--- config.mk ---
export PLATFORM = sky130hd
export DESIGN_NAME = rc_filter_scheduler
export DESIGN_NICKNAME = d
export VERILOG_FILES = /design/src/rtl/rc_filter_scheduler.sv
export SDC_FILE = /design/constraint.sdc
export NUM_CORES = 1
export LEC_CHECK = 0
export CAP_MARGIN = 0
export CORE_AREA = 2 2 182 184
export CTS_BUF_LIST = sky130_fd_sc_hd__clkbuf_4
export DETAILED_ROUTE_END_ITERATION = 16
export DIE_AREA = 0 0 184 186
export GPL_ROUTABILITY_DRIVEN = 1
export PLACE_DENSITY = 0.82
export SLEW_MARGIN = 10
export SYNTH_ARGS = -nofsm -noshare
export SYNTH_HDL_FRONTEND = slang
export SYNTH_SLANG_ARGS = --single-unit
--- constraint.sdc ---
create_clock -name clk -period 7.3 [get_ports clk]
set_input_delay 1.095 -clock clk [delete_from_list [all_inputs] [get_ports clk]]
set_output_delay 1.095 -clock clk [all_outputs]
set_load 0.02 [all_outputs]
--- src/rtl/rc_filter_scheduler.sv ---
// Shares one external signed multiplier between NUM_CH first-order RC filter channels.
// Optional build macro: RC_FILTER_SCHED_SATURATE_EN (clamp 17-bit intermediates instead of wrapping).
module rc_filter_scheduler #(
    parameter int unsigned NUM_CH = 4,
    parameter int unsigned CH_W   = 3
) (
    input  logic                 clk,
    input  logic                 I_RSTn,
    input  logic                 audio_clk_en,
    input  logic [16*NUM_CH-1:0] ch_in,
    input  logic [16*NUM_CH-1:0] ch_alpha,
    input  logic [NUM_CH-1:0]    ch_hp,
    output logic                 mac_req,
    output logic [15:0]          mac_a,
    output logic [15:0]          mac_b,
    input  logic                 mac_ack,
    input  logic [31:0]          mac_result,
    output logic [16*NUM_CH-1:0] ch_out,
    output logic                 sample_valid,
    output logic                 busy,
    output logic                 overrun
);

    typedef enum logic [1:0] {StIdle, StIssue, StUpdate, StCommit} state_e;

    state_e state_q, state_d;

    logic signed [15:0] x_sh [NUM_CH];
    logic        [15:0] a_sh [NUM_CH];
    logic [NUM_CH-1:0]  hp_sh;
    logic signed [15:0] y_q  [NUM_CH];
    logic signed [15:0] r_q  [NUM_CH];
    logic signed [15:0] out_q [NUM_CH];
    logic signed [16:0] p_q;
    logic [CH_W-1:0]    ch_q;
    logic [15:0]        mac_a_q;
    logic [15:0]        mac_b_q;
    logic               ovr_q;

    // Only the product bits at and above the Q15 point reach the filter state.
    logic unused_mac_lsb;
    assign unused_mac_lsb = ^mac_result[14:0];

    function automatic logic signed [15:0] reduce17(input logic signed [16:0] v);
`ifdef RC_FILTER_SCHED_SATURATE_EN
        if (v > 17'sd32767) begin
            return 16'sh7fff;
        end else if (v < -17'sd32768) begin
            return 16'sh8000;
        end else begin
            return v[15:0];
        end
`else
        return v[15:0];
`endif
    endfunction

    logic signed [15:0] x_cur, y_cur, d_cur, y_new, r_new;
    logic        [15:0] a_cur;
    logic               hp_cur;
    logic signed [16:0] d_full, y_sum, r_diff;

    always_comb begin
        x_cur  = '0;
        y_cur  = '0;
        a_cur  = '0;
        hp_cur = 1'b0;
        for (int k = 0; k < NUM_CH; k++) begin
            if (ch_q == CH_W'(k)) begin
                x_cur  = x_sh[k];
                y_cur  = y_q[k];
                a_cur  = a_sh[k];
                hp_cur = hp_sh[k];
            end
        end
        d_full = {x_cur[15], x_cur} - {y_cur[15], y_cur};
        d_cur  = reduce17(d_full);
        y_sum  = {y_cur[15], y_cur} + p_q;
        y_new  = reduce17(y_sum);
        r_diff = {x_cur[15], x_cur} - {y_new[15], y_new};
        r_new  = hp_cur ? reduce17(r_diff) : y_new;
    end

    always_comb begin
        state_d = state_q;
        unique case (state_q)
            StIdle:   if (audio_clk_en) state_d = StIssue;
            StIssue:  if (mac_ack) state_d = StUpdate;
            StUpdate: state_d = (ch_q == CH_W'(NUM_CH - 1)) ? StCommit : StIssue;
            StCommit: state_d = StIdle;
            default:  state_d = StIdle;
        endcase
    end

    always_ff @(posedge clk or negedge I_RSTn) begin
        if (!I_RSTn) begin
            state_q <= StIdle;
            hp_sh   <= '0;
            p_q     <= '0;
            ch_q    <= '0;
            mac_a_q <= '0;
            mac_b_q <= '0;
            ovr_q   <= 1'b0;
            for (int k = 0; k < NUM_CH; k++) begin
                x_sh[k]  <= '0;
                a_sh[k]  <= '0;
                y_q[k]   <= '0;
                r_q[k]   <= '0;
                out_q[k] <= '0;
            end
        end else begin
            state_q <= state_d;
            if (audio_clk_en && state_q != StIdle) begin
                ovr_q <= 1'b1;
            end
            unique case (state_q)
                StIdle: begin
                    if (audio_clk_en) begin
                        hp_sh <= ch_hp;
                        ch_q  <= '0;
                        for (int k = 0; k < NUM_CH; k++) begin
                            x_sh[k] <= ch_in[16*k +: 16];
                            a_sh[k] <= ch_alpha[16*k +: 16];
                        end
                    end
                end
                StIssue: begin
                    mac_a_q <= d_cur;
                    mac_b_q <= a_cur;
                    if (mac_ack) begin
                        p_q <= mac_result[31:15];
                    end
                end
                StUpdate: begin
                    for (int k = 0; k < NUM_CH; k++) begin
                        if (ch_q == CH_W'(k)) begin
                            y_q[k] <= y_new;
                            r_q[k] <= r_new;
                        end
                    end
                    if (ch_q != CH_W'(NUM_CH - 1)) begin
                        ch_q <= ch_q + 1'b1;
                    end
                end
                StCommit: begin
                    for (int k = 0; k < NUM_CH; k++) begin
                        out_q[k] <= r_q[k];
                    end
                end
                default: ;
            endcase
        end
    end

    // During COMMIT the fresh results are already on ch_out, so sample_valid and data coincide.
    always_comb begin
        ch_out = '0;
        for (int k = 0; k < NUM_CH; k++) begin
            ch_out[16*k +: 16] = (state_q == StCommit) ? r_q[k] : out_q[k];
        end
    end

    assign mac_req      = (state_q == StIssue);
    assign mac_a        = (state_q == StIssue) ? d_cur : mac_a_q;
    assign mac_b        = (state_q == StIssue) ? a_cur : mac_b_q;
    assign sample_valid = (state_q == StCommit);
    assign busy         = (state_q != StIdle);
    assign overrun      = ovr_q;

endmodule

==> metrics.cfg <==
[yosys]
synth_fa_ha_area_share_pct = 3.93
syn-mean-instance-area_um2 = 11.2
largest_family_of_logic_cells_by_synthesized_area = multiplexers
yosys_register_bits = 378
synth_warnings = 0
synthesized_cell_area_um2 = 17700
syn_inst = 1579
yosysUniqueCellTypes = 72
synth_net_count = 1801
synthSimpleGateAreaFrac_pct = 8.64
ys_top_cells_by_count = 378 x sky130_fd_sc_hd__dfrtp_1, 221 x sky130_fd_sc_hd__mux2_2, 197 x sky130_fd_sc_hd__nand2_1, 197 x sky130_fd_sc_hd__o21ai_0, 68 x sky130_fd_sc_hd__clkbuf_1
post-synth-top-area-cell = sky130_fd_sc_hd__dfrtp_1
synth_flop_cell = sky130_fd_sc_hd__dfrtp_1
yosys.cell_count.top_type = sky130_fd_sc_hd__dfrtp_1
synthXorXnorAreaFrac_pct = 1.72
synth.mux.area_fraction_pct = 14.7
synth_async_sr_flop_share_pct = 100
synth_area_leaders = sky130_fd_sc_hd__dfrtp_1 53%, sky130_fd_sc_hd__mux2_2 14%, sky130_fd_sc_hd__o21ai_0 5.6%
area_fraction_in_compound_gates_after_synthesis_pct = 14.4
synth_largest_type_area_fraction_pct = 53.3
seq_total_area_yosys_pct = 53.3
synth_enable_flop_cells = 0

[status]
run_status = complete, no violations

[global_routing]
antenna_found_initial = 1
grt.total_usage_pct = 27.5
grt_start_max_net_pins = 135
first_global_vias = 13700
congestion_overflow_gr = 0
grt_first_pass_wirelength_mm = 72.7

[route]
top_signal_layer_used = met4
wl_met1_mm = 19.3
remaining_drc_errors = 0
avgRoutedWirePerCell_um = 19.7
viasPerCell = 5.75
wl_mm = 46.2
met2RoutedLength_mm = 21.6
vias = 13500
detailedRoute.firstIterationViolations = 1008
met3WireLength_mm = 3.73
dr_pass1_iterations = 5
antenna_left = 0

[setup_path]
r2r_slack_ps = 1090
path_class = flop to output port
crit_arrival_ps = 5810
cp_data_required_time_ps = 6200
endpoint_kind = output port
critical_path_peak_fanout = 18
crit_path_start_kind = flop

[cts]
cts_htree_levels = 3
tritoncts_clock_tree = built
clock_insertion_delay_worst_skew_ps = 760
root_buffer = sky130_fd_sc_hd__clkbuf_4
tritoncts.num_buffers = 98
worst_setup_hold_path_clk_slew_ps = 70
cts.path.max_buffers = 3
cts_sinks = 378

[placed_design]
buffer_ports.inserted = 251
gp_congestion = 0.917
dp_worst_setup_slack_ps = 1100
hpwlAfterDp_mm = 32.0

[sta]
fin_ws_ps = 393
timing.slew.headroom_pct = 19.1
final_max_slew_viol_count = 0
max_clock_freq_ghz = 0.145
fin_setup_tns_ps = 0
unrepaired_setup_endpoints_after_global_routing = no
final.period_utilization_pct = 94.6
worstMarginPinSlew_ps = 1200
period_needed_ps = 6910
skew_ps = 67.3
finalSetupViolations = 0
finalHoldViolCount = 0

[floorplan]
std_cell_rows = 66
start_util_pct = 55.1
pin_count = 268
chipWidth_um = 184
floorplan.die_area_um2 = 34200
die-height_um = 186
core_um2 = 32200

[cells_and_area]
final_layout_size_suffix_gt1_share_pct = 22.6
number_of_nets_in_the_finished_design = 2087
flow.area_growth_from_synthesis_pct = 23.2

[worst_hold_path]
min-delay-path-class = primary input to asynchronous set/reset pin

[flow_run]
max-cap-violations = 0

[final cells by class]
cell class	count	area (um2)
Fill cell	2349	10300
Sequential cell	378	9460
Multi-Input combinational cell	1074	7760
Timing Repair Buffer	281	2810
Clock buffer	145	1090
Tap cell	408	510
Inverter	32	120
Clock inverter	22	111
Antenna cell	1	2.50
[sequential cells by signal, indices dropped and copies added (netlist names)]
register,count
state_q,2
a_sh,64
y_q,64
mac_a_q,16
ch_q,3
x_sh,64
r_q,64
p_q,16
overrun,1
out_q,64
mac_b_q,16
hp_sh,4
[metal layers]
layer | global-route usage [%] | vias up
met5 | 0 | -
met4 | 11.4 | 0
met3 | 7.96 | 101
met2 | 43.6 | 537
met1 | 35.7 | 6565
li1 | - | 6255
[final timing paths]
check / start / to / cells after the start
max: ch_q[1] / mac_a[11] / 16
min: I_RSTn / y_q[6] / 1
max reg2reg: ch_q[0] / r_q[13] / 22
min reg2reg: r_q[43] / r_q[43] / 2
max in group asynchronous: I_RSTn / out_q[54] / 2
min in group clk: r_q[43] / r_q[43] / 2
[worst max-delay path, stage by stage (launching register included)]
cell,delay (ps)
sky130_fd_sc_hd__dfrtp_1,430
sky130_fd_sc_hd__inv_1,90
sky130_fd_sc_hd__ha_1,300
sky130_fd_sc_hd__nor3b_2,260
sky130_fd_sc_hd__buf_4,340
sky130_fd_sc_hd__a221o_1,190
sky130_fd_sc_hd__o21ai_0,70
sky130_fd_sc_hd__o21ai_0,570
sky130_fd_sc_hd__ha_1,390
sky130_fd_sc_hd__a21o_1,170
sky130_fd_sc_hd__a21oi_1,130
sky130_fd_sc_hd__o21ai_1,150
sky130_fd_sc_hd__a211oi_1,570
sky130_fd_sc_hd__o21ai_0,210
sky130_fd_sc_hd__xnor2_1,180
sky130_fd_sc_hd__o21ai_0,270
sky130_fd_sc_hd__clkdlybuf4s50_1,720
[placed cells by master, fill, tap and decap left out, types with 6 or more instances in the layout]
| cell type | n |
|---|---|
| sky130_fd_sc_hd__inv_1 | 32 |
| sky130_fd_sc_hd__o21a_1 | 10 |
| sky130_fd_sc_hd__a221o_1 | 14 |
| sky130_fd_sc_hd__mux2i_1 | 10 |
| sky130_fd_sc_hd__buf_4 | 25 |
| sky130_fd_sc_hd__nor2_1 | 51 |
| sky130_fd_sc_hd__nand3_1 | 6 |
| sky130_fd_sc_hd__dfrtp_1 | 378 |
| sky130_fd_sc_hd__ha_1 | 50 |
| sky130_fd_sc_hd__nand2_1 | 193 |
| sky130_fd_sc_hd__mux2_2 | 221 |
| sky130_fd_sc_hd__a31oi_1 | 7 |
| sky130_fd_sc_hd__a21oi_1 | 51 |
| sky130_fd_sc_hd__clkbuf_4 | 145 |
| sky130_fd_sc_hd__a21o_1 | 36 |
| sky130_fd_sc_hd__nor3_1 | 44 |
| sky130_fd_sc_hd__a221oi_1 | 34 |
| sky130_fd_sc_hd__xnor2_1 | 17 |
| sky130_fd_sc_hd__o21ai_0 | 196 |
| sky130_fd_sc_hd__clkinv_1 | 13 |
| sky130_fd_sc_hd__clkdlybuf4s50_1 | 250 |
| sky130_fd_sc_hd__xor2_1 | 16 |
| sky130_fd_sc_hd__nand2b_1 | 10 |
| sky130_fd_sc_hd__o21ai_1 | 10 |
[metrics by stage]
| stage | utilization, % | cell area (um2) | hold WS [ps] | cells |
|---|---|---|---|---|
| 2_1_floorplan | - | 17700 | 441 | 1579 |
| 3_3_place_gp | 63.8 | 20500 | 456 | 2163 |
| 3_5_place_dp | 63.8 | 20500 | 453 | 2163 |
| 4_1_cts | 67.5 | 21700 | 454 | 2330 |
| 5_1_grt | 67.9 | 21900 | 496 | 2341 |
| 6_report | 67.9 | 21900 | 469 | 2341 |
[repair_timing]
item / 4_1_cts / 5_1_grt
resized for setup: 0 / 3
endpoints found under the setup margin: 0 / 3
hold buffers: 0 / 0
buffers inserted: 0 / 10
[cells by family (layout without fill, tap and decap cells)]
logic type               after synthesis  in the layout
flip-flops                           378            378
AO/OA/AOI/OAI                        404            404
other                                  0              1
AND/OR/NAND/NOR                      350            350
adder cells (fa/ha/maj)               54             54
multiplexers                         232            232
XOR/XNOR                              34             34
buffers and inverters                127            480
Power is not shown: default switching activity piles up to over one toggle a cycle in this logic, so the estimate is an artifact.
